File: src/rtl/mips_multicycle_ctrl.sv
`default_nettype none
// ============================================================================
// Module   : mips_multicycle_ctrl
// Purpose  : Multicycle MIPS main controller. Steps each instruction through
//            fetch, decode, execute, memory and writeback. Drives the datapath
//            mux/enable strobes and the 4-bit ALU control code. Memory states
//            wait on a ready handshake that is bounded by a timeout counter.
// Ports    : clk, rst_n (async, active low)
//            i_opcode/i_funct - instruction fields, stable from DECODE on
//            i_zero           - ALU zero flag (BEQ/BNE)
//            i_mem_ready      - memory access completes this cycle
//            o_mem_read/o_mem_write/o_i_or_d/o_ir_write/o_pc_en/o_pc_source
//            o_alu_src_a/o_alu_src_b/o_alu_control
//            o_reg_write/o_reg_dst/o_mem_to_reg - writeback controls
//            o_illegal_op/o_mem_err - one-cycle error pulses
//            o_state          - current FSM state (debug)
// Revision : 1.0 - initial release
// ============================================================================
module mips_multicycle_ctrl #(
  parameter int MEM_TIMEOUT = 16
) (
  input  logic       clk,
  input  logic       rst_n,
  input  logic [5:0] i_opcode,
  input  logic [5:0] i_funct,
  input  logic       i_zero,
  input  logic       i_mem_ready,
  output logic       o_mem_read,
  output logic       o_mem_write,
  output logic       o_i_or_d,
  output logic       o_ir_write,
  output logic       o_pc_en,
  output logic [1:0] o_pc_source,
  output logic       o_alu_src_a,
  output logic [1:0] o_alu_src_b,
  output logic [3:0] o_alu_control,
  output logic       o_reg_write,
  output logic       o_reg_dst,
  output logic       o_mem_to_reg,
  output logic       o_illegal_op,
  output logic       o_mem_err,
  output logic [3:0] o_state
);

  typedef enum logic [3:0] {
    S_IDLE    = 4'd0,
    S_FETCH   = 4'd1,
    S_DECODE  = 4'd2,
    S_MEMADR  = 4'd3,
    S_MEMRD   = 4'd4,
    S_MEMWB   = 4'd5,
    S_MEMWR   = 4'd6,
    S_EXEC_R  = 4'd7,
    S_ALU_WB  = 4'd8,
    S_BRANCH  = 4'd9,
    S_ADDI_EX = 4'd10,
    S_ADDI_WB = 4'd11,
    S_JUMP    = 4'd12
  } state_t;

  localparam logic [5:0] C_OP_RTYPE = 6'b000000;
  localparam logic [5:0] C_OP_LW    = 6'b100011;
  localparam logic [5:0] C_OP_SW    = 6'b101011;
  localparam logic [5:0] C_OP_BEQ   = 6'b000100;
  localparam logic [5:0] C_OP_BNE   = 6'b000101;
  localparam logic [5:0] C_OP_ADDI  = 6'b001000;
  localparam logic [5:0] C_OP_J     = 6'b000010;

  localparam logic [3:0] C_ALU_ADD = 4'b0010;
  localparam logic [3:0] C_ALU_SUB = 4'b0110;
  localparam logic [3:0] C_ALU_AND = 4'b0000;
  localparam logic [3:0] C_ALU_OR  = 4'b0001;
  localparam logic [3:0] C_ALU_SLT = 4'b0111;
  localparam logic [3:0] C_ALU_SLL = 4'b1000;
  localparam logic [3:0] C_ALU_SRL = 4'b1001;

  localparam logic [7:0] C_WAIT_LAST = 8'(MEM_TIMEOUT - 1);

  state_t     r_state;
  state_t     w_next;
  logic [7:0] r_wait_cnt;
  logic [3:0] w_rtype_alu;
  logic       w_funct_ok;
  logic       w_mem_state;
  logic       w_timeout;

  // R-type function decode. funct is stable until FETCH, so ALU_WB re-decodes
  // the same code EXEC_R used instead of holding it in a register.
  always_comb begin
    w_rtype_alu = C_ALU_ADD;
    w_funct_ok  = 1'b1;
    case (i_funct)
      6'b100000: w_rtype_alu = C_ALU_ADD;
      6'b100010: w_rtype_alu = C_ALU_SUB;
      6'b100100: w_rtype_alu = C_ALU_AND;
      6'b100101: w_rtype_alu = C_ALU_OR;
      6'b101010: w_rtype_alu = C_ALU_SLT;
      6'b000000: w_rtype_alu = C_ALU_SLL;
      6'b000010: w_rtype_alu = C_ALU_SRL;
      default:   w_funct_ok  = 1'b0;
    endcase
  end

  assign w_mem_state = (r_state == S_FETCH) || (r_state == S_MEMRD) ||
                       (r_state == S_MEMWR);
  // A ready arriving on the last allowed cycle takes priority over the abort.
  assign w_timeout   = w_mem_state && !i_mem_ready && (r_wait_cnt == C_WAIT_LAST);

  always_ff @(posedge clk or negedge rst_n) begin
    if (!rst_n) begin
      r_state <= S_IDLE;
    end else begin
      r_state <= w_next;
    end
  end

  // Any state change clears the counter, which covers every entry into a
  // memory state; a timeout in FETCH loops back to FETCH and clears too.
  always_ff @(posedge clk or negedge rst_n) begin
    if (!rst_n) begin
      r_wait_cnt <= 8'd0;
    end else if ((w_next != r_state) || w_timeout) begin
      r_wait_cnt <= 8'd0;
    end else if (w_mem_state && !i_mem_ready) begin
      r_wait_cnt <= r_wait_cnt + 8'd1;
    end
  end

  always_comb begin
    w_next        = r_state;
    o_mem_read    = 1'b0;
    o_mem_write   = 1'b0;
    o_i_or_d      = 1'b0;
    o_ir_write    = 1'b0;
    o_pc_en       = 1'b0;
    o_pc_source   = 2'b00;
    o_alu_src_a   = 1'b0;
    o_alu_src_b   = 2'b00;
    o_alu_control = 4'b0000;
    o_reg_write   = 1'b0;
    o_reg_dst     = 1'b0;
    o_mem_to_reg  = 1'b0;
    o_illegal_op  = 1'b0;
    o_mem_err     = 1'b0;
    case (r_state)
      S_IDLE: w_next = S_FETCH;
      S_FETCH: begin
        o_mem_read    = 1'b1;
        o_alu_src_b   = 2'b01;
        o_alu_control = C_ALU_ADD;
        if (i_mem_ready) begin
          o_ir_write = 1'b1;
          o_pc_en    = 1'b1;
          w_next     = S_DECODE;
        end else if (w_timeout) begin
          o_mem_err = 1'b1;
          w_next    = S_FETCH;
        end
      end
      S_DECODE: begin
        // Branch target PC + (imm<<2) is precomputed into ALUOut here.
        o_alu_src_b   = 2'b11;
        o_alu_control = C_ALU_ADD;
        case (i_opcode)
          C_OP_RTYPE: begin
            if (w_funct_ok) begin
              w_next = S_EXEC_R;
            end else begin
              o_illegal_op = 1'b1;
              w_next       = S_FETCH;
            end
          end
          C_OP_LW, C_OP_SW:   w_next = S_MEMADR;
          C_OP_BEQ, C_OP_BNE: w_next = S_BRANCH;
          C_OP_ADDI:          w_next = S_ADDI_EX;
          C_OP_J:             w_next = S_JUMP;
          default: begin
            o_illegal_op = 1'b1;
            w_next       = S_FETCH;
          end
        endcase
      end
      S_MEMADR: begin
        o_alu_src_a   = 1'b1;
        o_alu_src_b   = 2'b10;
        o_alu_control = C_ALU_ADD;
        w_next        = (i_opcode == C_OP_LW) ? S_MEMRD : S_MEMWR;
      end
      S_MEMRD: begin
        o_mem_read = 1'b1;
        o_i_or_d   = 1'b1;
        if (i_mem_ready) begin
          w_next = S_MEMWB;
        end else if (w_timeout) begin
          o_mem_err = 1'b1;
          w_next    = S_FETCH;
        end
      end
      S_MEMWB: begin
        o_reg_write  = 1'b1;
        o_mem_to_reg = 1'b1;
        w_next       = S_FETCH;
      end
      S_MEMWR: begin
        o_mem_write = 1'b1;
        o_i_or_d    = 1'b1;
        if (i_mem_ready) begin
          w_next = S_FETCH;
        end else if (w_timeout) begin
          o_mem_err = 1'b1;
          w_next    = S_FETCH;
        end
      end
      S_EXEC_R: begin
        o_alu_src_a   = 1'b1;
        o_alu_control = w_rtype_alu;
        w_next        = S_ALU_WB;
      end
      S_ALU_WB: begin
        o_reg_write   = 1'b1;
        o_reg_dst     = 1'b1;
        o_alu_control = w_rtype_alu;
        w_next        = S_FETCH;
      end
      S_BRANCH: begin
        o_alu_src_a   = 1'b1;
        o_alu_control = C_ALU_SUB;
        o_pc_source   = 2'b01;
        o_pc_en       = ((i_opcode == C_OP_BEQ) && i_zero) ||
                        ((i_opcode == C_OP_BNE) && !i_zero);
        w_next        = S_FETCH;
      end
      S_ADDI_EX: begin
        o_alu_src_a   = 1'b1;
        o_alu_src_b   = 2'b10;
        o_alu_control = C_ALU_ADD;
        w_next        = S_ADDI_WB;
      end
      S_ADDI_WB: begin
        o_reg_write = 1'b1;
        w_next      = S_FETCH;
      end
      S_JUMP: begin
        o_pc_source = 2'b10;
        o_pc_en     = 1'b1;
        w_next      = S_FETCH;
      end
      default: w_next = S_IDLE;
    endcase
  end

  assign o_state = r_state;

endmodule
`default_nettype wire

File: config.mk
export PLATFORM = sky130hd
export DESIGN_NAME = mips_multicycle_ctrl
export DESIGN_NICKNAME = d
export VERILOG_FILES = /design/src/rtl/mips_multicycle_ctrl.sv
export SDC_FILE = /design/constraint.sdc
export NUM_CORES = 1
export LEC_CHECK = 0
export ABC_AREA = 1
export CELL_PAD_IN_SITES_DETAIL_PLACEMENT = 0
export CELL_PAD_IN_SITES_GLOBAL_PLACEMENT = 1
export CORE_ASPECT_RATIO = 1.1
export CORE_MARGIN = 10
export CORE_UTILIZATION = 31
export CTS_BUF_LIST = sky130_fd_sc_hd__clkbuf_16
export CTS_CLUSTER_SIZE = 16
export DETAILED_ROUTE_END_ITERATION = 8
export PLACE_DENSITY = 0.77
export RECOVER_POWER = 100
export SYNTH_ARGS = -nofsm -noshare
export SYNTH_HDL_FRONTEND = slang
export SYNTH_SLANG_ARGS = --single-unit
File: constraint.sdc
create_clock -name clk -period 1.95 [get_ports clk]
set_clock_uncertainty 0.05 [all_clocks]
set_input_delay 0.39 -clock clk [delete_from_list [all_inputs] [get_ports clk]]
set_output_delay 0.39 -clock clk [all_outputs]
set_load 0.005 [all_outputs]
# After elaboration in Yosys (flattened, before gate mapping)
# Index checks and enable logic that the tools add are counted.
# classes
addsub	1
n_bitwise	0
shift	0
order_cmp	0
mux	31
mul	0
n_reduce_logical	27
n_eq_ne	26
div_mod_pow	0
# op_table
op	n
$eq A6 B6 Y1 const B	7
$pmux W4 S8	1
$pmux W4 S6	1
$eq A4 B4 Y1 const B	5
$pmux W4 S5	1
$eq A4 B3 Y1 const B	4
$mux W4	4
$mux W8	2
$mux W1	15
$eq A6 B2 Y1 const B	2
$eq A6 B3 Y1 const B	2
$logic_not A6 Y1	2
$pmux W4 S3	1
$reduce_or A2 Y1	6
$reduce_or A6 Y1	2
$add A8 B1 Y8 const B	1
$eq A4 B2 Y1 const B	2
$eq A8 B4 Y1 const B	1
$reduce_or A4 Y1	2
$reduce_or A7 Y1	1
$eq A6 B4 Y1 const B	1
$pmux W2 S3	1
$reduce_or A3 Y1	2
$eq A4 B1 Y1 const B	1
11 further kinds	18
# totals
memories	0
inputBits	16
elab_cells	87
rom_bits	0
ff_bits	12
mem_bits_rw	0
out_inout_bits	23
latch_bits	0

# Logic depth before layout (Yosys ltp)
# Gate-level depths: netlist of the first run.
# logic_depth
depth_word	11
depth_mapped	14
ltp_nobuf	14

# Worst setup path before layout of the first run
# No wires, ideal clock.
# synth_timing
path_type	register to output
startpoint	register r_state[1] (netlist: o_state[1])
endpoint	output port o_alu_control[0]
stages_incl_launch_ff	8
arrival_ns	1.311
path_buffers	1
path_slack_ns	0.199
required_ns	1.510
path_cell_list	dfrtp_1 buf_4 nor2_1 inv_1 nor2_1 nor2_1 or2_2 inv_1
# synth_between
elab_chain_len	3
elab_cells_between_ends	10
cone_classes	7 x eq/ne; 1 x mux; 2 x reduce/logical
# synth_rtl
item	line	source
from (decl)	79	state_t r_state;
from (signal assigned)	113	r_state <= w_next;
$eq A4 B1 Y1, or another cell as far along	145	case (r_state)
$reduce_or A4 Y1 (no source line) or $reduce_or A2 Y1 (tied branches)	n/a	
$pmux W4 S3 (*)	145	
to (decl)	36	output logic [3:0] o_alu_control,
# Mark *: on every way between the ends. The rest lies on a longest branch, timed or not.

# Worst setup path after layout of the first run
# layout_timing
startpoint	register r_state[2] (netlist: o_state[2])
endpoint	output port o_alu_src_b[0]
# layout_between
elab_chain_len	3
elab_cells_between_ends	6
cone_classes	4 x eq/ne; 1 x mux; 1 x reduce/logical
# layout_rtl
item	line	source
$eq A4 B4 Y1 or $eq A4 B2 Y1 (tied branches)	145	
$reduce_or A2 Y1 (no source line)	n/a	
$pmux W2 S3 (*)	145	
to (decl)	35	output logic [1:0] o_alu_src_b,
# Marks and branches as above.

==> impl_metrics.tcl, run 1 <==
set metrics [dict create \
    dp.cells 342 \
    layout-drive-gt1-share 0.5710 \
    grt_pass1_wl_mm 7.962 \
    fin_util 0.6953 \
    setup_tns_ns -0.7752 \
    core-area_mm2 0.003684 \
    insertion_delay_ns 0.24 \
    yosysTopAreaCellShare 0.2500 \
    nNetsFinal 336 \
    ant_nets 0 \
    synth-edff-count 0 \
    synth_flop_cell "dfrtp_1" \
    setup_viol 14 \
    start_util 0.3261 \
    syn_nets 210 \
    violations "setup timing" \
    hold_viol_final 0 \
    root_buffer "clkbuf_16" \
    antenna_found_initial 0 \
    clk_path_buf_depth 2 \
    cts_buffers 3 \
    rsz0062_at_grt "true" \
    fin_crit_sh 1.050 \
    startpoint_type "flip-flop" \
    fp.dieW_um 79.35 \
    cp-end-kind "primary output" \
    die_y_um 85.29 \
    yosysTopAreaCell "dfrtp_1" \
    dr.pass1.iters 4 \
    diodes 0 \
    min_delay_path_depth 2 \
    cts_tree "yes" \
    postSynthCellCount 193 \
    place_congestion 0.8108 \
    ir_worst_vdd_uv 668.1 \
    cts_max_level 1 \
    synth_common_cells "37 x nor2_1, 36 x nand2_1, 27 x inv_1" \
    die_area_mm2 0.006767 \
    synth.most_common_cell "nor2_1" \
    yosys_warnings 0 \
    post-route-worst-setup-slack_ns -0.09826 \
    final_max_slew_viol_count 0 \
    async_flop_share 1.000 \
    arrival_ns 1.61 \
    pre_cts_ws_ns -0.7317 \
    io_buffers 38 \
    drt-initial-drc-count 90 \
    ios 39 \
    grt_pass1_vias 1766 \
    tightest_slew_ns 0.5849 \
    drc 0 \
    maxCapViolations 0 \
    hpwl_mm 3.369 \
    synth.distinct_cells 29 \
    routedWlPerCell_um 13.18 \
    track_usage 0.1430 \
    total_leakage_power_nw 1.360 \
    rr_worst_depth 15 \
    whs_ns 0.4838 \
    fmax_mhz 488.2 \
    hold_path_class "reg2reg" \
    cp_max_fo 4 \
    grt-ovfl-total 0 \
    power.density_mw_per_mm2 1093 \
    ctsHoldBuffers 0 \
    num_vias 1643 \
    clkSinkCount 12 \
    min_period_ns 2.048 \
    outcome "finished with violations" \
    synth_area_mm2 0.001201 \
    worstPathRequired_ns 1.51 \
    yosys-top-cells-area "dfrtp_1 25%, nor2_1 12%, nand2_1 11%" \
    max-slew-margin-rel 0.6088 \
    rows 23 \
    ys_seq_elements 12 \
    vias_per_cell 4.477 \
    path_clk_slew_ns 0.04 \
    final_cells 367 \
    area.growth.synth_to_final_pct 113.2 \
    ys_seq_area_frac 0.2500 \
    routed_wl_mm 4.838 \
    synth.avg_cell_area_um2 6.224 \
    crit_type "reg2out" \
    grt_max_degree 13 \
]
state kept, by name (all words and copies together), names as in the netlist:
signal      count
o_state         4
r_wait_cnt      8
through the flow:
step	instance area (µm²)	power [W]
4_1_cts	2452	0.002646
2_1_floorplan	1201	0.001122
6_report	2561	0.002800
3_5_place_dp	2115	0.002037
3_3_place_gp	2115	0.002020
5_1_grt	2561	0.002981
final cells by class:
class | instances | area, µm²
inverter | 33 | 123.9
fill | 326 | 1122
clock buffer | 3 | 75.07
sequential | 12 | 302.8
timing repair buffer | 122 | 1017
tap | 50 | 62.56
multi-input combinational | 147 | 979.7
placed cells by master (no fill, tap or decap), types with 12 or more instances in the layout:
master | Yosys | final
buf_4 | 1 | 71
buf_6 | 0 | 15
inv_1 | 27 | 22
nand2_1 | 36 | 30
nand2_2 | 9 | 13
nand3_1 | 17 | 12
nor2_1 | 37 | 19
nor2_2 | 10 | 16
nor2_4 | 4 | 16
power by group:
part / switching, W / internal, W / leakage, nW
Clock: 0.000104 / 0.000267 / 0.0370
Sequential: 0.0000552 / 0.000303 / 0.159
Combinational: 0.00105 / 0.00102 / 1.16
Total: 0.00121 / 0.00159 / 1.36
cell families (layout without fill, tap and decap cells):
family / count (synthesis) / count (layout) / share of synthesized area
compound gates: 12 / 12 / 0.06459
xor+xnor: 5 / 5 / 0.03646
fa+ha+maj: 1 / 1 / 0.01042
buf+inv: 34 / 158 / 0.1094
flops: 12 / 12 / 0.2500
simple gates: 129 / 129 / 0.5292
layer usage:
layer | vias up | share of wire | wire length [µm] | track usage
met5 | - | 0 | 0 | 0
met3 | 4 | 0.049 | 236 | 0.04430
met2 | 30 | 0.53 | 2572 | 0.2680
li1 | 855 | - | - | -
met4 | 0 | 0.0074 | 36 | 0.03100
met1 | 754 | 0.41 | 1993 | 0.1506
final timing paths:
check | from | end | slack [ns]
max | o_state[2] | o_alu_src_b[0] | -0.1
max reg2reg | o_state[2] | r_wait_cnt[7] | -0.08
min in group asynchronous | rst_n | r_wait_cnt[6] | 0.54
min reg2reg | r_wait_cnt[0] | r_wait_cnt[0] | 0.48
max in group asynchronous | rst_n | o_state[0] | 0.89
min | r_wait_cnt[0] | r_wait_cnt[0] | 0.48
timing repair:
item / in CTS / in global routing
resized for setup: 128 / 30
setup buffers: 21 / 5
setup endpoints to repair: 27 / 27
pin swaps: 19 / 6
critical path, stage by stage, from the launching register on:
cell,delay [ns]
dfrtp_1,0.42
buf_6,0.14
buf_6,0.11
nor2_4,0.10
buf_4,0.14
nand2_2,0.08
buf_4,0.14
nand2_1,0.05
clkdlybuf4s15_2,0.19
Note: power is estimated with default switching activity, not from simulation.
==> run 2, diff against run 1 <==
- CORE_UTILIZATION: 31 -> 28
- PLACE_DENSITY: 0.77 -> 0.73
- clock period: 1.95 -> 1.85 ns (I/O delays scaled with it)
==> impl_metrics.tcl, run 2 (synthesis results as in run 1) <==
set metrics [dict create \
    cts_max_level 1 \
    power.density_mw_per_mm2 1138 \
    dr.pass1.iters 6 \
    start_util 0.2963 \
    outcome "finished with violations" \
    grt-ovfl-total 0 \
    antenna_found_initial 0 \
    crit_type "reg2out" \
    ir_worst_vdd_uv 665.9 \
    fp.dieW_um 82.45 \
    dp.cells 342 \
    final_max_slew_viol_count 0 \
    ant_nets 0 \
    final_cells 366 \
    post-route-worst-setup-slack_ns -0.1557 \
    num-fill-cells 368 \
    final_cell_mix "70 x buf_4, 22 x nor2_4, 22 x nand2_1" \
    fin_util 0.6340 \
    rr_worst_depth 16 \
    clk_path_buf_depth 2 \
    grt_pass1_wl_mm 7.341 \
    largest_reg_flops 8 \
    drc 0 \
    ctsHoldBuffers 0 \
    pre_cts_ws_ns -0.8054 \
    fin_crit_sh 1.084 \
    total_leakage_power_nw 1.324 \
    die_area_mm2 0.007313 \
    vias_per_cell 4.451 \
    worstPathRequired_ns 1.43 \
    core-area_mm2 0.004054 \
    max-slew-margin-rel 0.6353 \
    fmax_mhz 498.6 \
    cts_tree "yes" \
    cp_max_fo 5 \
    cts_buffers 3 \
    min_delay_path_depth 2 \
    finalPower_w 0.002924 \
    routed_wl_mm 4.584 \
    ff_latch_area_um2 304.0 \
    multiInputGateArea_mm2 0.001069 \
    min_period_ns 2.006 \
    nNetsFinal 333 \
    track_usage 0.1259 \
    arrival_ns 1.59 \
    final_common_cell "buf_4" \
    ios 39 \
    regMostFlops "r_wait_cnt" \
    clkSinkCount 12 \
    area.growth.synth_to_final_pct 114.0 \
    diodes 0 \
    cp-end-kind "primary output" \
    drt-initial-drc-count 38 \
    place_congestion 0.7966 \
    grt_max_degree 13 \
    layout-drive-gt1-share 0.6624 \
    violations "setup timing" \
    rows 24 \
    path_clk_slew_ns 0.04 \
    grt_pass1_vias 1642 \
    hpwl_mm 3.356 \
    setup_tns_ns -1.277 \
    routedWlPerCell_um 12.52 \
    setup_viol 19 \
    maxCapViolations 0 \
    io_buffers 38 \
    rsz0062_at_grt "true" \
    die_y_um 88.70 \
    hold_path_class "reg2reg" \
    insertion_delay_ns 0.24 \
    root_buffer "clkbuf_16" \
    hold_viol_final 0 \
    num_vias 1629 \
    startpoint_type "flip-flop" \
    tightest_slew_ns 0.5453 \
]
==> run 2: changes by cell type in the layout (fill, tap and decap cells not counted), sizes merged <==
cell,previous run,this run
buf,99,101
dlymetal6s2s,1,0
clkbuf,3,7
clkdlybuf4s15,5,4
dlygate4sd2,11,3
clkdlybuf4s50,5,6
==> run 2: repair_timing <==
action	in CTS	in global routing
gates resized for setup	174	36
buffers inserted	18	4
endpoints found under the setup margin	27	27
hold endpoints to repair	0	0
pin swaps	38	17
==> run 2: power by group <==
part           switching (W)  leakage (nW)  total [W]  internal, W
combinational        0.00111          1.13    0.00214      0.00103
sequential         0.0000719         0.158   0.000393     0.000321
clock               0.000114        0.0370   0.000396     0.000282
==> run 2: metrics by stage <==
step                      hold WS (ns)  cell area (µm²)
after global placement          0.4675             2090
after global routing            0.5248             2570
final                           0.4937             2570
after floorplan                0.02441             1201
after detailed placement        0.4807             2090
after CTS                       0.4600             2457
==> run 2: path summary, 6_finish.rpt <==
path	start	endpoint	slack [ns]
max	o_state[3]	o_alu_control[1]	-0.16
min	r_wait_cnt[0]	r_wait_cnt[0]	0.49
max reg2reg	o_state[2]	r_wait_cnt[2]	-0.09
min reg2reg	r_wait_cnt[0]	r_wait_cnt[0]	0.49
max in group asynchronous	rst_n	o_state[0]	0.85
min in group asynchronous	rst_n	r_wait_cnt[1]	0.50
==> run 2: worst max-delay path, stage by stage (launching register included) <==
cell and delay [ns]:
dfrtp_1 0.41, inv_2 0.12, nor2_2 0.05, inv_2 0.14, buf_6 0.13, nor2_4 0.03
inv_2 0.05, nand2_2 0.06, a21oi_2 0.11, o211ai_1 0.10, buf_2 0.14
==> run 2: layout make-up <==
class | count | share of cell area
multi-input cells | 147 | 0.4158
repair buffers | 119 | 0.3612
flip-flops and latches | 12 | 0.1183
inverters | 33 | 0.05015
clock buffers | 3 | 0.02921
well taps | 52 | 0.02532
==> run 2: layer usage <==
metal	up-vias	share of wire	track usage
met5	-	0	0
met4	0	0.014	0.04644
met3	9	0.054	0.02941
met2	36	0.52	0.2286
met1	735	0.41	0.1368
li1	849	-	-
